===== config.mk =====
export PLATFORM = sky130hd
export DESIGN_NAME = nic_fifo
export DESIGN_NICKNAME = d
export VERILOG_FILES = /design/src/rtl/nic_pkg.sv /design/src/rtl/nic_sync_fifo.sv /design/src/rtl/nic_fifo.sv
export SDC_FILE = /design/constraint.sdc
export NUM_CORES = 1
export LEC_CHECK = 0
export ABC_AREA = 1
export BUFFER_PORTS_ARGS = -buffer_cell sky130_fd_sc_hd__buf_2
export CORE_MARGIN = 2
export CORE_UTILIZATION = 43
export CTS_CLUSTER_SIZE = 24
export DETAILED_ROUTE_END_ITERATION = 10
export PLACE_DENSITY = 0.61
export SLEW_MARGIN = 0
export SYNTH_ARGS = -nofsm -noshare
export SYNTH_HDL_FRONTEND = slang
export SYNTH_SLANG_ARGS = --single-unit

===== constraint.sdc =====
create_clock -name clk -period 9.7 [get_ports clk]
set_clock_uncertainty 0.1 [all_clocks]
set_input_delay 0.97 -clock clk [delete_from_list [all_inputs] [get_ports clk]]
set_output_delay 0.97 -clock clk [all_outputs]
set_load 0.05 [all_outputs]

===== src/rtl/nic_pkg.sv =====
// Shared constants for the NIC: PE register map addresses and status word layout.
package nic_pkg;

  localparam logic [1:0] ADDR_IN_DATA  = 2'b00;
  localparam logic [1:0] ADDR_IN_STAT  = 2'b01;
  localparam logic [1:0] ADDR_OUT_DATA = 2'b10;
  localparam logic [1:0] ADDR_OUT_STAT = 2'b11;

  // Status word: bit0 is a direction-specific flag, occupancy count sits just above it.
  localparam int STAT_FLAG_BIT = 0;
  localparam int STAT_CNT_LSB  = 1;

endpackage


===== src/rtl/nic_sync_fifo.sv =====
// Show-ahead synchronous FIFO; the parent decides when push/pop are legal.
module nic_sync_fifo #(
  parameter int DATA_W = 64,
  parameter int DEPTH  = 4
) (
  input  logic                     clk,
  input  logic                     reset,
  input  logic                     push,
  input  logic                     pop,
  input  logic [DATA_W-1:0]        din,
  output logic [DATA_W-1:0]        dout,
  output logic                     full,
  output logic                     empty,
  output logic [$clog2(DEPTH):0]   count
);

  localparam int PTR_W = $clog2(DEPTH);
  localparam int CNT_W = PTR_W + 1;

  logic [DATA_W-1:0] mem [DEPTH];
  logic [PTR_W-1:0]  wr_ptr;
  logic [PTR_W-1:0]  rd_ptr;

  assign full  = (count == CNT_W'(DEPTH));
  assign empty = (count == '0);
  // Empty reads as zero so neither consumer ever sees stale storage.
  assign dout  = empty ? '0 : mem[rd_ptr];

  always_ff @(posedge clk) begin
    if (!reset && push) begin
      mem[wr_ptr] <= din;
    end
  end

  always_ff @(posedge clk) begin
    if (reset) begin
      wr_ptr <= '0;
      rd_ptr <= '0;
      count  <= '0;
    end else begin
      if (push) wr_ptr <= wr_ptr + 1'b1;
      if (pop)  rd_ptr <= rd_ptr + 1'b1;
      case ({push, pop})
        2'b10:   count <= count + 1'b1;
        2'b01:   count <= count - 1'b1;
        default: count <= count;
      endcase
    end
  end

endmodule


===== src/rtl/nic_fifo.sv =====
// NIC between a PE register port and a router port, with a DEPTH-entry FIFO per direction
// and virtual-channel gating of the outbound head packet.
module nic_fifo
  import nic_pkg::*;
#(
  parameter int DATA_W = 64,
  parameter int DEPTH  = 4,
  parameter int VC_BIT = 63
) (
  input  logic              clk,
  input  logic              reset,
  input  logic              nicEn,
  input  logic              nicWrEN,
  input  logic [1:0]        addr,
  input  logic [DATA_W-1:0] d_in,
  output logic [DATA_W-1:0] d_out,
  input  logic              net_si,
  output logic              net_ri,
  input  logic [DATA_W-1:0] net_di,
  output logic              net_so,
  input  logic              net_ro,
  output logic [DATA_W-1:0] net_do,
  input  logic              net_polarity
);

  localparam int CNT_W = $clog2(DEPTH) + 1;

  logic [DATA_W-1:0] in_head, out_head;
  logic              in_full, in_empty, out_full, out_empty;
  logic [CNT_W-1:0]  in_count, out_count;
  logic              pe_rd, pe_wr;
  logic              in_push, in_pop, out_push, out_pop;
  logic [DATA_W-1:0] in_stat, out_stat;

  assign pe_rd = nicEn && !nicWrEN;
  assign pe_wr = nicEn && nicWrEN;

  assign net_ri  = !reset && !in_full;
  assign in_push = net_si && net_ri;
  assign in_pop  = pe_rd && (addr == ADDR_IN_DATA) && !in_empty;

  // The head only leaves when its VC matches the router phase; no packet may overtake it.
  assign net_so   = !out_empty && (out_head[VC_BIT] == net_polarity);
  assign net_do   = out_head;
  assign out_pop  = net_so && net_ro;
  assign out_push = pe_wr && (addr == ADDR_OUT_DATA) && (!out_full || out_pop);

  always_comb begin
    in_stat                             = '0;
    in_stat[STAT_FLAG_BIT]              = !in_empty;
    in_stat[STAT_CNT_LSB +: CNT_W]      = in_count;
    out_stat                            = '0;
    out_stat[STAT_FLAG_BIT]             = out_full;
    out_stat[STAT_CNT_LSB +: CNT_W]     = out_count;
  end

  nic_sync_fifo #(.DATA_W(DATA_W), .DEPTH(DEPTH)) u_in_fifo (
    .clk   (clk),
    .reset (reset),
    .push  (in_push),
    .pop   (in_pop),
    .din   (net_di),
    .dout  (in_head),
    .full  (in_full),
    .empty (in_empty),
    .count (in_count)
  );

  nic_sync_fifo #(.DATA_W(DATA_W), .DEPTH(DEPTH)) u_out_fifo (
    .clk   (clk),
    .reset (reset),
    .push  (out_push),
    .pop   (out_pop),
    .din   (d_in),
    .dout  (out_head),
    .full  (out_full),
    .empty (out_empty),
    .count (out_count)
  );

  // Reads of the output data address have no meaning, so d_out holds.
  always_ff @(posedge clk) begin
    if (reset) begin
      d_out <= '0;
    end else if (pe_rd) begin
      case (addr)
        ADDR_IN_DATA:  d_out <= in_head;
        ADDR_IN_STAT:  d_out <= in_stat;
        ADDR_OUT_STAT: d_out <= out_stat;
        default:       d_out <= d_out;
      endcase
    end
  end

endmodule

==> impl_metrics.tcl, run 1 <==
set metrics [dict create \
    status "finished, final reports clean" \
    clock_power_share 0.424 \
    initial_core_util 0.433 \
    ir_drop_v 0.000161 \
    synth_cells 1796 \
    synth_area_um2 22600 \
    critPathMaxFanout 76 \
    core-area_um2 52200 \
    syn_nets 1945 \
    min_path_type "flip-flop to flip-flop" \
    cts_resized 0 \
    p_seq_frac 0.531 \
    final_cell_mix "edfxtp_1 (512), nor2_1 (397), buf_2 (265)" \
    grt_usage 0.189 \
    dieArea_um2 54500 \
    hold_violations 0 \
    hold_end "d_out[51]" \
    min_period_over_period 0.424 \
    fmaxAchievable_mhz 243 \
    grt_max_degree 119 \
    rows 84 \
    first_pass_iters 5 \
    path_class "flip-flop to output pin" \
    setup_viol 0 \
    yosysWarnings 0 \
    holdBufCountCts 0 \
    min_from "d_out[51]" \
    layout-drive-gt1-share 0.192 \
    internal_power_uw 4180 \
    p_switching_uw 1140 \
    grt_setup_unrepaired "no" \
    die_h_um 233 \
    power.density_nw_per_um2 201 \
    grt.overflow.total 0 \
    timing.rr.end "u_out_fifo.mem[1][12]" \
    whs_path_depth 2 \
    cp.arrival_ps 3040 \
    p_sw_frac 0.214 \
    vias_per_cell 5.18 \
    cts_inserted_buffers 61 \
    r2r_cells 10 \
    drc 0 \
    io_buffer_count 266 \
    whs_ps 361 \
    final_common_cell "edfxtp_1" \
    finalMaxSlewViolations 0 \
    die_w_um 233 \
    cts_setup_buffers 0 \
    drtAntennaViolNets 0 \
    syn_to_final_growth_pct 16.6 \
    grt_pass1_vias 14600 \
    drt_iter0_markers 986 \
    clockBufferDepth 3 \
    clock_latency_ps 620 \
    synth_area_per_cell_um2 12.6 \
    fin_area_um2 26400 \
    cap_violations 0 \
    combinationalPowerShare 0.045 \
    num_io_pins 267 \
    fin_nets 2182 \
    cp-end-kind "output pin" \
    post_drt_wl_per_cell_um 18.8 \
    clk_pin_slew_ps 60 \
    synth-seq-cells 594 \
    fillers 4581 \
    grt_pass1_wl_mm 79.8 \
    place_area_um2 24400 \
    fin_tns_setup_ps 0 \
    rrSetupSlack_ps 6080 \
    critPathLaunchType "flip-flop" \
    antenna_found_initial 15 \
    relSlewSlack 0.203 \
    fin_crit_ps 4110 \
    required_ps 8630 \
    gp_congestion 0.754 \
    tightest_slew_ps 1200 \
    cts_tree "built" \
    vias 14400 \
    cts.sinks 594 \
    dp_hpwl_mm 28.4 \
    leakage_uw 0.00937 \
    yosysSeqAreaShare 0.752 \
    cts-root-buf "clkbuf_16" \
    cts.htree.levels 2 \
    drt_wl_total_mm 52.3 \
    yosysUniqueCellTypes 29 \
]
power groups by stage:
| stage | Sequential [uW] | Clock (uW) | Combinational, uW |
|---|---|---|---|
| 3_5_place_dp | 2880 | 0 | 240 |
| 3_3_place_gp | 2880 | 0 | 234 |
| 5_1_grt | 2820 | 2410 | 260 |
| 6_report | 2820 | 2250 | 237 |
| 4_1_cts | 2820 | 2310 | 241 |
| 2_1_floorplan | 2890 | 0 | 135 |
how the worst max path moves through the flow:
stage | startpoint | end | slack, ps | cells past startpoint
final | flip-flop | net_do[56] | 5590 | 6
after detailed placement | flip-flop | u_out_fifo.mem[1][33] | 6010 | 10
after global placement | reset | u_in_fifo.count[2] | 6060 | 10
after CTS | flip-flop | net_do[6] | 5520 | 6
after global routing | flip-flop | net_do[7] | 5330 | 5
after floorplan | reset | u_in_fifo.mem[0][0] | 4130 | 3
layer usage:
layer,vias up,track usage,routed length (um)
met5,-,0,128
met4,20,0.0567,1100
met3,100,0.0482,3810
met2,350,0.324,25200
met1,7021,0.237,22000
li1,6905,-,-
cell usage after synthesis:
cell	instances	area [um2]
edfxtp_1	512	15400
nor2_1	401	1510
o21ai_0	264	1320
a21oi_1	143	716
nand2_1	143	537
dfxtp_1	82	1640
o22ai_1	66	413
clkbuf_1	42	158
inv_1	31	116
buf_2	27	135
buf_4	21	158
buf_1	12	45.0
ha_1	10	125
buf_6	8	90.1
nand3_1	5	25.0
nor3_2	5	50.1
inv_2	3	11.3
nand3_2	3	30.0
o21ai_1	3	15.0
a31oi_1	2	12.5
fa_1	2	40.0
nand2_2	2	12.5
nand2_4	2	22.5
nor2_4	2	22.5
and3_1	1	6.26
clkbuf_4	1	7.51
clkinv_1	1	3.75
nand4_4	1	21.3
or2_1	1	6.26
final cells by class:
class	instances	area (um2)	area share
diodes	5	12.5	0.000474
clock buffers	90	1730	0.0654
clock inverters	25	206	0.00783
inverters	35	134	0.00507
multi-input cells	1056	4940	0.187
flip-flops and latches	594	17000	0.645
well taps	688	861	0.0326
repair buffers	285	1480	0.0560
sequential cells by signal (all words and copies together), names as in the netlist, 3 cells and up, named ones only:
name and cells:
d_out 64, u_out_fifo.mem 256, u_in_fifo.count 3, u_in_fifo.mem 256, u_out_fifo.count 3
metrics by stage:
step,total power [uW],util,std cells,setup WS [ps]
CTS,5380,0.505,2773,5520
finish,5310,0.505,2778,5590
global route,5500,0.505,2774,5330
global placement,3110,0.468,2658,6060
floorplan,3020,-,1796,4130
detailed placement,3120,0.468,2658,6010
cell families after synthesis:
group	count (synthesis)	synth area share
DFF	594	0.752
buffers and inverters	146	0.0320
AOI/OAI and AO/OA	478	0.110
and+or+nand+nor	566	0.0989
adders and majority gates	12	0.00730
critical path: stages (launching register included):
cell     delay, ps
dfxtp_4        720
buf_4          710
nor2_1         120
nor2_1         110
o21ai_0        100
a21oi_1        300
buf_2          340
(Power assumes the default switching activity.)
==> run 2: changes to the inputs <==
--- a/config.mk
+++ b/config.mk
@@ -11,7 +11,7 @@
 export CORE_UTILIZATION = 43
 export CTS_CLUSTER_SIZE = 24
 export DETAILED_ROUTE_END_ITERATION = 10
-export PLACE_DENSITY = 0.61
+export PLACE_DENSITY = 0.63
 export SLEW_MARGIN = 0
 export SYNTH_ARGS = -nofsm -noshare
 export SYNTH_HDL_FRONTEND = slang
==> constraint.sdc (replaced) <==
create_clock -name clk -period 3.3 [get_ports clk]
set_clock_uncertainty 0.1 [all_clocks]
set_input_delay 0.33 -clock clk [delete_from_list [all_inputs] [get_ports clk]]
set_output_delay 0.33 -clock clk [all_outputs]
set_load 0.05 [all_outputs]
==> impl_metrics.tcl, run 2 (synthesized netlist as in run 1, its figures left out) <==
set metrics [dict create \
    final_common_cell "edfxtp_1" \
    grt.overflow.total 0 \
    final_core_util 0.535 \
    relSlewSlack 0.406 \
    first_pass_iters 7 \
    syn_to_final_growth_pct 23.6 \
    ir_drop_v 0.000497 \
    pre_cts_slack_ps 702 \
    fmaxAchievable_mhz 331 \
    num_io_pins 267 \
    drt_iter0_markers 869 \
    setup_ws_ps 279 \
    vias 14900 \
    crit_top_cell "nor2_1" \
    cap_violations 0 \
    rrSetupSlack_ps 740 \
    finalMaxSlewViolations 0 \
    cts_setup_buffers 0 \
    vias_per_cell 5.11 \
    gp_congestion 0.741 \
    min_from "net_ro" \
    rows 84 \
    top_regs "u_in_fifo.mem x256, u_out_fifo.mem x256, d_out x64" \
    die_h_um 233 \
    min_path_type "input pin to flip-flop" \
    cts_inserted_buffers 61 \
    clock_latency_ps 610 \
    critPathMaxFanout 80 \
    power.density_nw_per_um2 565 \
    crit_chain "buf_6 > nor2_1 > nor2_1 > o21ai_0 > a21oi_1 > buf_2" \
    io_buffer_count 266 \
    dp_hpwl_mm 28.4 \
    grt_max_degree 129 \
    cts.sinks 594 \
    grt_pass1_vias 14700 \
    fin_crit_ps 3020 \
    cts.htree.levels 2 \
    dpl.cell_count 2670 \
    hold_violations 0 \
    path_class "flip-flop to output pin" \
    layout-drive-gt1-share 0.187 \
    critPathLaunchType "flip-flop" \
    required_ps 2870 \
    clock_power_share 0.421 \
    cts-root-buf "clkbuf_16" \
    dieArea_um2 54500 \
    grt_usage 0.190 \
    grt_pass1_wl_mm 80.6 \
    max_stage_delay_ps 520 \
    core-area_um2 52200 \
    combinationalPowerShare 0.054 \
    cp.arrival_ps 2590 \
    die_w_um 233 \
    fin_cells 2920 \
    p_total_uw 15800 \
    whs_path_depth 4 \
    p_sw_frac 0.215 \
    antenna_found_initial 6 \
    p_seq_frac 0.525 \
    fin_nets 2325 \
    clockBufferDepth 3 \
    p_switching_uw 3390 \
    drtAntennaViolNets 0 \
    initial_core_util 0.433 \
    r2r_cells 15 \
    grt_setup_unrepaired "no" \
    post_drt_wl_per_cell_um 18.0 \
    final_cell_mix "edfxtp_1 (512), nor2_1 (397), buf_2 (266)" \
    leakage_uw 0.0100 \
    fin_area_um2 28000 \
    drc 0 \
    cp-end-kind "output pin" \
    min_period_over_period 0.916 \
    internal_power_uw 12400 \
    tightest_slew_ps 890 \
    setup_viol 0 \
    cts_tree "built" \
    cpMaxStageDelayCell "buf_6" \
    status "finished, final reports clean" \
    place_area_um2 24700 \
    clk_pin_slew_ps 60 \
    drt_wl_total_mm 52.6 \
]
run 2: cell count changes in the layout (fill, tap and decap cells not counted), moves of 5 or more:
cell and delta:
clkbuf_1 -9, clkinv_2 +7, dlygate4sd3_1 +131, clkinv_1 +5, buf_12 +12, clkbuf_8 -6
run 2: stage by stage:
step / setup TNS, ps / hold WS, ps
final: 0 / 34.1
after global routing: 0 / 24.6
after CTS: 0 / 6.64
after detailed placement: 0 / 352
after global placement: 0 / 350
after floorplan: -206070 / 329
run 2: worst paths after layout:
check | to
min reg2reg | d_out[39]
min | u_out_fifo.rd_ptr[0]
max reg2reg | u_out_fifo.count[2]
max | net_do[25]
run 2: area by class of cell:
type | count | area (um2)
multi-input cells | 1056 | 4950
clock buffers | 75 | 1610
inverters | 35 | 133
fillers | 4386 | 24300
clock inverters | 40 | 350
well taps | 688 | 861
diodes | 4 | 10.0
flip-flops and latches | 594 | 17000
repair buffers | 428 | 3030
run 2: power by group through the flow:
stage	clock [uW]	sequential, uW	combinational [uW]
floorplan	0	8470	402
global placement	0	8440	718
detailed placement	0	8440	736
CTS	6810	8280	866
global route	7080	8290	934
finish	6650	8290	860
run 2: critical path, delay by kind of cell (launching register included):
kind | cells | cell delay, ps
AO/OA/AOI/OAI | 2 | 390
flip-flops | 1 | 510
buffers and inverters | 2 | 840
AND/OR/NAND/NOR | 2 | 190
run 2: what timing repair did:
item,4_1_cts,5_1_grt
gates resized for setup,0,2
endpoints found under the hold margin,516,0
setup endpoints to repair,0,32
hold buffers,131,0
run 2: routing by layer:
layer	GRT usage	part of all wire	wire, um
met1	0.242	0.41	21800
met2	0.323	0.50	26100
met3	0.0458	0.075	3920
met4	0.0545	0.015	799
met5	0	0.00046	24
